$ cat src/rtl/calc_disp_pkg.sv
// Shared definitions for the result display path.
// Holds the conversion FSM state type, the active-low 7-segment glyph constants and a
// helper that returns how many decimal digits a W-bit two's-complement magnitude needs.
package calc_disp_pkg;

  typedef enum logic [1:0] {
    StIdle,
    StConv,
    StDone
  } state_e;

  // Active-low {g,f,e,d,c,b,a}
  localparam logic [6:0] SEG_BLANK = 7'h7F;
  localparam logic [6:0] SEG_MINUS = 7'h3F;
  localparam logic [6:0] SEG_E     = 7'h06;
  localparam logic [6:0] SEG_ZERO  = 7'h40;

  // Smallest d with 10**d > 2**(w-1), i.e. enough digits for the largest magnitude.
  function automatic int unsigned digits_needed(input int unsigned w);
    longint unsigned lim;
    longint unsigned pw;
    int unsigned     d;
    lim = 64'd1 << (w - 1);
    pw  = 64'd1;
    d   = 0;
    for (int i = 0; i < 20; i++) begin
      if (pw <= lim) begin
        pw = pw * 10;
        d++;
      end
    end
    return d;
  endfunction

endpackage

$ cat src/rtl/bcd_to_7seg.sv
// Combinational BCD digit to active-low 7-segment decoder.
// Ports:
//   bcd_i  4-bit BCD digit; 10-15 are not digits and decode to a blank display.
//   seg_o  active-low {g,f,e,d,c,b,a}.
module bcd_to_7seg
  import calc_disp_pkg::*;
(
  input  logic [3:0] bcd_i,
  output logic [6:0] seg_o
);

  always_comb begin
    seg_o = SEG_BLANK;
    unique case (bcd_i)
      4'd0:    seg_o = SEG_ZERO;
      4'd1:    seg_o = 7'h79;
      4'd2:    seg_o = 7'h24;
      4'd3:    seg_o = 7'h30;
      4'd4:    seg_o = 7'h19;
      4'd5:    seg_o = 7'h12;
      4'd6:    seg_o = 7'h02;
      4'd7:    seg_o = 7'h78;
      4'd8:    seg_o = 7'h00;
      4'd9:    seg_o = 7'h10;
      default: seg_o = SEG_BLANK;
    endcase
  end

endmodule

$ cat src/rtl/result_bcd_display.sv
// Output end of the calculator datapath: converts a two's-complement result plus overflow flag
// into sign + BCD magnitude using a sequential double-dabble engine, and drives active-low
// 7-segment patterns with leading-zero blanking.
// Ports:
//   Clock    system clock
//   ResetN   asynchronous active-low reset
//   Start    conversion request, only honoured while the FSM is idle
//   Value    signed W-bit value to display
//   OvfIn    overflow flag, captured with Value
//   Busy     high from the capture edge through the Done cycle
//   Done     one-cycle pulse when the display outputs update
//   Sign     1 when a negative, nonzero result is shown
//   Bcd      BCD magnitude, digit 0 in the LS nibble (all 4'hF on overflow)
//   Seg      active-low segments per digit, digit 0 in the LS 7 bits
//   SignSeg  active-low sign digit ('-' or blank)
module result_bcd_display
  import calc_disp_pkg::*;
#(
  parameter int unsigned W      = 11,
  parameter int unsigned DIGITS = 4
) (
  input  logic                Clock,
  input  logic                ResetN,
  input  logic                Start,
  input  logic [W-1:0]        Value,
  input  logic                OvfIn,
  output logic                Busy,
  output logic                Done,
  output logic                Sign,
  output logic [4*DIGITS-1:0] Bcd,
  output logic [7*DIGITS-1:0] Seg,
  output logic [6:0]          SignSeg
);

  localparam int unsigned     CntW    = $clog2(W + 1);
  localparam int unsigned     BcdW    = 4 * DIGITS;
  localparam logic [CntW-1:0] CntInit = CntW'(W);

  if (DIGITS < digits_needed(W)) begin : gen_digits_check
    $error("DIGITS too small to hold the magnitude of a W-bit value");
  end

  state_e              state_q, state_d;
  logic [CntW-1:0]     cnt_q, cnt_d;
  logic [W-1:0]        mag_q, mag_d;
  logic [BcdW-1:0]     scratch_q, scratch_d;
  logic                neg_q, neg_d;
  logic                ovf_q, ovf_d;
  logic                done_q, done_d;
  logic                sign_q, sign_d;
  logic [BcdW-1:0]     bcd_q, bcd_d;
  logic [7*DIGITS-1:0] seg_q, seg_d;
  logic [6:0]          sign_seg_q, sign_seg_d;

  logic [W-1:0]        value_abs;
  logic [BcdW-1:0]     scratch_adj;
  logic [7*DIGITS-1:0] dec_seg;
  logic [7*DIGITS-1:0] seg_norm;
  logic                sign_nxt;

  // -2**(W-1) wraps to 2**(W-1) as an unsigned W-bit value, which is the wanted magnitude.
  assign value_abs = Value[W-1] ? (~Value + {{(W-1){1'b0}}, 1'b1}) : Value;

  // Double-dabble correction: any digit >= 5 gets +3 before the shift.
  always_comb begin
    scratch_adj = scratch_q;
    for (int i = 0; i < int'(DIGITS); i++) begin
      if (scratch_q[4*i +: 4] >= 4'd5) begin
        scratch_adj[4*i +: 4] = scratch_q[4*i +: 4] + 4'd3;
      end
    end
  end

  for (genvar g = 0; g < int'(DIGITS); g++) begin : gen_dec
    bcd_to_7seg u_dec (
      .bcd_i (scratch_q[4*g +: 4]),
      .seg_o (dec_seg[7*g +: 7])
    );
  end

  // Leading-zero blanking, scanning from the top digit down; digit 0 is never blanked.
  always_comb begin
    logic seen;
    seen     = 1'b0;
    seg_norm = '0;
    for (int i = int'(DIGITS) - 1; i >= 0; i--) begin
      if (scratch_q[4*i +: 4] != 4'd0) begin
        seen = 1'b1;
      end
      if (seen || (i == 0)) begin
        seg_norm[7*i +: 7] = dec_seg[7*i +: 7];
      end else begin
        seg_norm[7*i +: 7] = SEG_BLANK;
      end
    end
  end

  // A negative input always has a nonzero magnitude, but keep the guard explicit.
  assign sign_nxt = ~ovf_q & neg_q & (|scratch_q);

  always_comb begin
    state_d    = state_q;
    cnt_d      = cnt_q;
    mag_d      = mag_q;
    scratch_d  = scratch_q;
    neg_d      = neg_q;
    ovf_d      = ovf_q;
    done_d     = 1'b0;
    sign_d     = sign_q;
    bcd_d      = bcd_q;
    seg_d      = seg_q;
    sign_seg_d = sign_seg_q;

    unique case (state_q)
      StIdle: begin
        if (Start) begin
          state_d   = StConv;
          mag_d     = value_abs;
          neg_d     = Value[W-1];
          ovf_d     = OvfIn;
          scratch_d = '0;
          cnt_d     = CntInit;
        end
      end
      StConv: begin
        if (cnt_q != '0) begin
          {scratch_d, mag_d} = {scratch_adj, mag_q} << 1;
          cnt_d              = cnt_q - 1'b1;
        end else begin
          state_d = StDone;
        end
      end
      StDone: begin
        state_d    = StIdle;
        done_d     = 1'b1;
        sign_d     = sign_nxt;
        bcd_d      = ovf_q ? {BcdW{1'b1}} : scratch_q;
        seg_d      = ovf_q ? {DIGITS{SEG_E}} : seg_norm;
        sign_seg_d = sign_nxt ? SEG_MINUS : SEG_BLANK;
      end
      default: state_d = StIdle;
    endcase
  end

  always_ff @(posedge Clock or negedge ResetN) begin
    if (!ResetN) begin
      state_q    <= StIdle;
      cnt_q      <= '0;
      mag_q      <= '0;
      scratch_q  <= '0;
      neg_q      <= 1'b0;
      ovf_q      <= 1'b0;
      done_q     <= 1'b0;
      sign_q     <= 1'b0;
      bcd_q      <= '0;
      seg_q      <= {DIGITS{SEG_BLANK}};
      sign_seg_q <= SEG_BLANK;
    end else begin
      state_q    <= state_d;
      cnt_q      <= cnt_d;
      mag_q      <= mag_d;
      scratch_q  <= scratch_d;
      neg_q      <= neg_d;
      ovf_q      <= ovf_d;
      done_q     <= done_d;
      sign_q     <= sign_d;
      bcd_q      <= bcd_d;
      seg_q      <= seg_d;
      sign_seg_q <= sign_seg_d;
    end
  end

  // Busy also covers the Done cycle, where the FSM is already back in idle.
  assign Busy    = (state_q != StIdle) | done_q;
  assign Done    = done_q;
  assign Sign    = sign_q;
  assign Bcd     = bcd_q;
  assign Seg     = seg_q;
  assign SignSeg = sign_seg_q;

endmodule

$ cat config.mk
export PLATFORM = sky130hd
export DESIGN_NAME = result_bcd_display
export DESIGN_NICKNAME = d
export VERILOG_FILES = /design/src/rtl/calc_disp_pkg.sv /design/src/rtl/bcd_to_7seg.sv /design/src/rtl/result_bcd_display.sv
export SDC_FILE = /design/constraint.sdc
export NUM_CORES = 1
export LEC_CHECK = 0
export CAP_MARGIN = 20
export CORE_ASPECT_RATIO = 0.7
export CORE_MARGIN = 2
export CORE_UTILIZATION = 55
export CTS_CLUSTER_DIAMETER = 120
export DETAILED_ROUTE_END_ITERATION = 16
export PLACE_DENSITY_LB_ADDON = 0.15
export SLEW_MARGIN = 20
export SYNTH_ARGS = -nofsm -noshare
export SYNTH_HDL_FRONTEND = slang
export SYNTH_HIERARCHICAL = 1
export SYNTH_SLANG_ARGS = --single-unit
export TNS_END_PERCENT = 20
$ cat constraint.sdc
create_clock -name Clock -period 2.9 [get_ports Clock]
set_input_delay 0.29 -clock Clock [delete_from_list [all_inputs] [get_ports Clock]]
set_output_delay 0.29 -clock Clock [all_outputs]
set_load 0.005 [all_outputs]
==> flow_summary.ini <==
[global_route]
grt_max_degree = 83
grt_antenna_before_repair = 0
first_global_vias = 3722
global_route.overflow_total = 0
grt_pass1_wl_mm = 18.3
grt_util_all_layers_pct = 24.4

[critical_path]
worst-setup-path-type = flip-flop to flip-flop
worst_r2r_endpoint = scratch_q[7]$_DFFE_PN0P_
critPathCaptureType = flip-flop
reg2regPathDepth = 7
data_required_time_at_the_worst_endpoint_ns = 3.18
worst-r2r-setup-slack_ns = 0.82
critical_path_arrival_ns = 2.36
crit-reg2reg-launch = cnt_q[0]$_DFFE_PN0P_
cp_max_fo = 13
start_kind = flip-flop

[power]
power-per-cell-area_nw_per_um2 = 1090
p_total_uw = 6320
ir_drop_worst_vdd_v = 0.000627
power.leakage_uw = 0.00255
clock_power_share_pct = 18.9
p_int_uw = 3850
power.share.sequential_pct = 36.0
logic_gate_share_of_total_power_pct = 45.1
power_switching_share_pct = 39.1
power.switching_uw = 2470

[floorplanning]
die_h_um = 82.8
design.portCount = 69
die_w_um = 117
area_of_the_core_region_um2 = 8550
floorplan.rows = 28
starting_density_of_the_core_pct = 57.1
die-area_um2 = 9650

[outcome]
violations = negative hold slack
run_status = finished, violations left

[clock_tree]
cts_hold_buf = 0
cts_resized = 0
max-clock-path-buffers = 2
cts-buffers-inserted = 9
clk_pin_slew_ns = 0.06
clock-root-buffer = clkbuf_16
cts_tree = done
clk_lat_worst_skew_ns = 0.34
clock_tree.htree_level_count = 3
cts.sinks = 82
post-cts-setup-buffers = 0

[timing]
final_max_slew_viol_count = 0
slew_headroom_pct = 49.3
rsz_0062_raised_after_global_routing = no
timing_worst_slew_pin_value_ns = 0.760
final.setup.worst_slack_ns = 0.815
clock.fmax_mhz = 480
finalCritPeriodShare_pct = 71.9
finClkSkew_ns = 0.00898
fin_hold_ws_ns = -0.0255
hold_violations = 10
setup-tns-final_ns = 0
finalSetupViolations = 0
layout_min_cycle_time_ns = 2.08

[placed_design]
place.detailed.hpwl_mm = 7.32
port-buffer-count = 62
dpl_worst_slack_ns = 0.818
routabilityCongestion = 0.881

[detailed_routing]
wl_mm = 10.8
dr_total_vias = 3996
viasPerCell = 5.53
post-route-drc-count = 0
dr.pass1.iters = 5
detail-route-antenna-nets = 0
detail_route.wl_per_cell_um = 14.9
detail_route.iter0.violations = 341

[worst_hold_path]
hp-class = primary input to async pin

[yosys]
synth_async_sr_flop_share_pct = 100
synthesis.instances = 552
post_synth_num_cell_types = 48
synth_top_area_cell = dfrtp_1
postSynth.topFlopCell = dfrtp_1
ys_ff_latch = 82
mappedNetlistArea_um2 = 4880
ys_warn_count = 6
synthesis.area_per_instance_um2 = 8.84
synth.area.top_cells = dfrtp_1, dfstp_2, ha_1
synth-seq-area-share_pct = 42.8
synth-edff-count = 0
fraction_of_synthesized_cell_area_taken_by_the_top_area_cell_type_pct = 27.2

[run]
cap_violations = 0

[finish]
final_layout_size_suffix_gt1_share_pct = 10.4
layout.filler_cells = 772
num_antenna_cells = 0
num-nets-final = 646
area_delta_synth_final_pct = 18.9
-- cells in the mapped netlist, types with 4 or more instances --
cell / instances
a32o_1: 4
buf_2: 13
nand3_1: 15
nor3b_1: 6
ha_1: 33
nor3_1: 7
clkbuf_1: 12
buf_4: 6
nand2_1: 89
or2_1: 5
nand3b_1: 6
xor2_1: 5
buf_6: 5
mux2_2: 5
or3_1: 5
inv_1: 29
xnor2_1: 5
o31ai_1: 15
o21ai_0: 79
a21oi_1: 26
nand2b_1: 20
dfstp_2: 29
a22oi_1: 8
nor2_1: 41
dfrtp_1: 53
-- power groups by stage --
| stage | logic, uW | registers [uW] | clock network (uW) |
|---|---|---|---|
| 5_1_grt | 3260 | 2360 | 1260 |
| 3_5_place_dp | 2830 | 2280 | 0 |
| 2_1_floorplan | 1970 | 2100 | 0 |
| 4_1_cts | 2860 | 2270 | 1220 |
| 6_report | 2850 | 2280 | 1190 |
| 3_3_place_gp | 2730 | 2260 | 0 |
-- critical path: stages (launching register included) --
cell and delay [ns]:
dfrtp_1 0.40, inv_1 0.06, ha_1 0.18, nor3b_1 0.42, a21o_1 0.46, inv_1 0.20
o31ai_1 0.13, a32o_1 0.17
-- stage by stage --
step	std cells	instance area, um^2	utilization, %
4_1_cts	723	5790	67.8
3_5_place_dp	707	5490	64.2
5_1_grt	723	5800	67.8
3_3_place_gp	707	5490	64.2
2_1_floorplan	557	4900	-
6_report	723	5800	67.8
-- cells by family (layout without fill, tap and decap cells) --
| family | Yosys count | in the layout | share of synthesized area (%) |
|---|---|---|---|
| DFF | 82 | 82 | 42.8 |
| and+or+nand+nor | 207 | 207 | 20.5 |
| muxes | 6 | 6 | 1.36 |
| xor gates and xnor gates | 10 | 10 | 1.80 |
| AOI/OAI and AO/OA | 147 | 147 | 18.3 |
| buffers and inverters | 66 | 112 | 6.67 |
| other | 1 | 6 | 0.0769 |
| adders and majority gates | 33 | 33 | 8.47 |
-- area by class of cell --
type                            instances  area [um^2]  area share, %
Inverter                               29          109           1.88
Timing Repair Buffer                   67          659           11.4
Sequential cell                        82         2090           36.0
Tap cell                              120          150           2.59
Clock buffer                           13          240           4.14
Clock inverter                          3         65.1           1.12
Multi-Input combinational cell        409         2490           42.9
-- sequential cells by signal (all words and copies together) (netlist names) --
name	count
ovf_q	1
state_q	2
SignSeg	1
cnt_q	4
Sign	1
mag_q	11
Bcd	16
Done	1
neg_q	1
Seg	28
scratch_q	16
-- metal layers --
metal  global-route usage, %  vias up  part of all wire [%]
met5                       0        -                     0
met4                    8.35        0                   1.4
met3                    5.37       14                   5.0
met2                    37.6      111                    46
met1                    34.4     1907                    47
li1                        -     1964                     -
-- how the worst max path moves through the flow --
stage,start,to,slack [ns],depth (start not counted)
final,cnt_q[0]$_DFFE_PN0P_,scratch_q[7]$_DFFE_PN0P_,0.82,7
after global routing,cnt_q[0]$_DFFE_PN0P_,scratch_q[11]$_DFFE_PN0P_,0.58,7
after CTS,cnt_q[0]$_DFFE_PN0P_,scratch_q[7]$_DFFE_PN0P_,0.84,7
after detailed placement,Value[3],mag_q[9]$_DFFE_PN0P_,0.82,5
after global placement,Value[3],mag_q[9]$_DFFE_PN0P_,0.88,5
after floorplan,scratch_q[12]$_DFFE_PN0P_,SignSeg[6]$_DFFE_PN1P_,1.18,7
-- layout by cell type (no fill, tap or decap), types with 9 or more instances in the layout --
cell	instances
a21oi_1	26
nor2_1	40
inv_1	29
nand2b_1	19
clkbuf_16	9
ha_1	33
clkdlybuf4s50_1	61
dfrtp_1	53
o21ai_0	79
nand2_1	89
dfstp_2	29
o31ai_1	15
nand3_1	15
(Power assumes the default switching activity.)
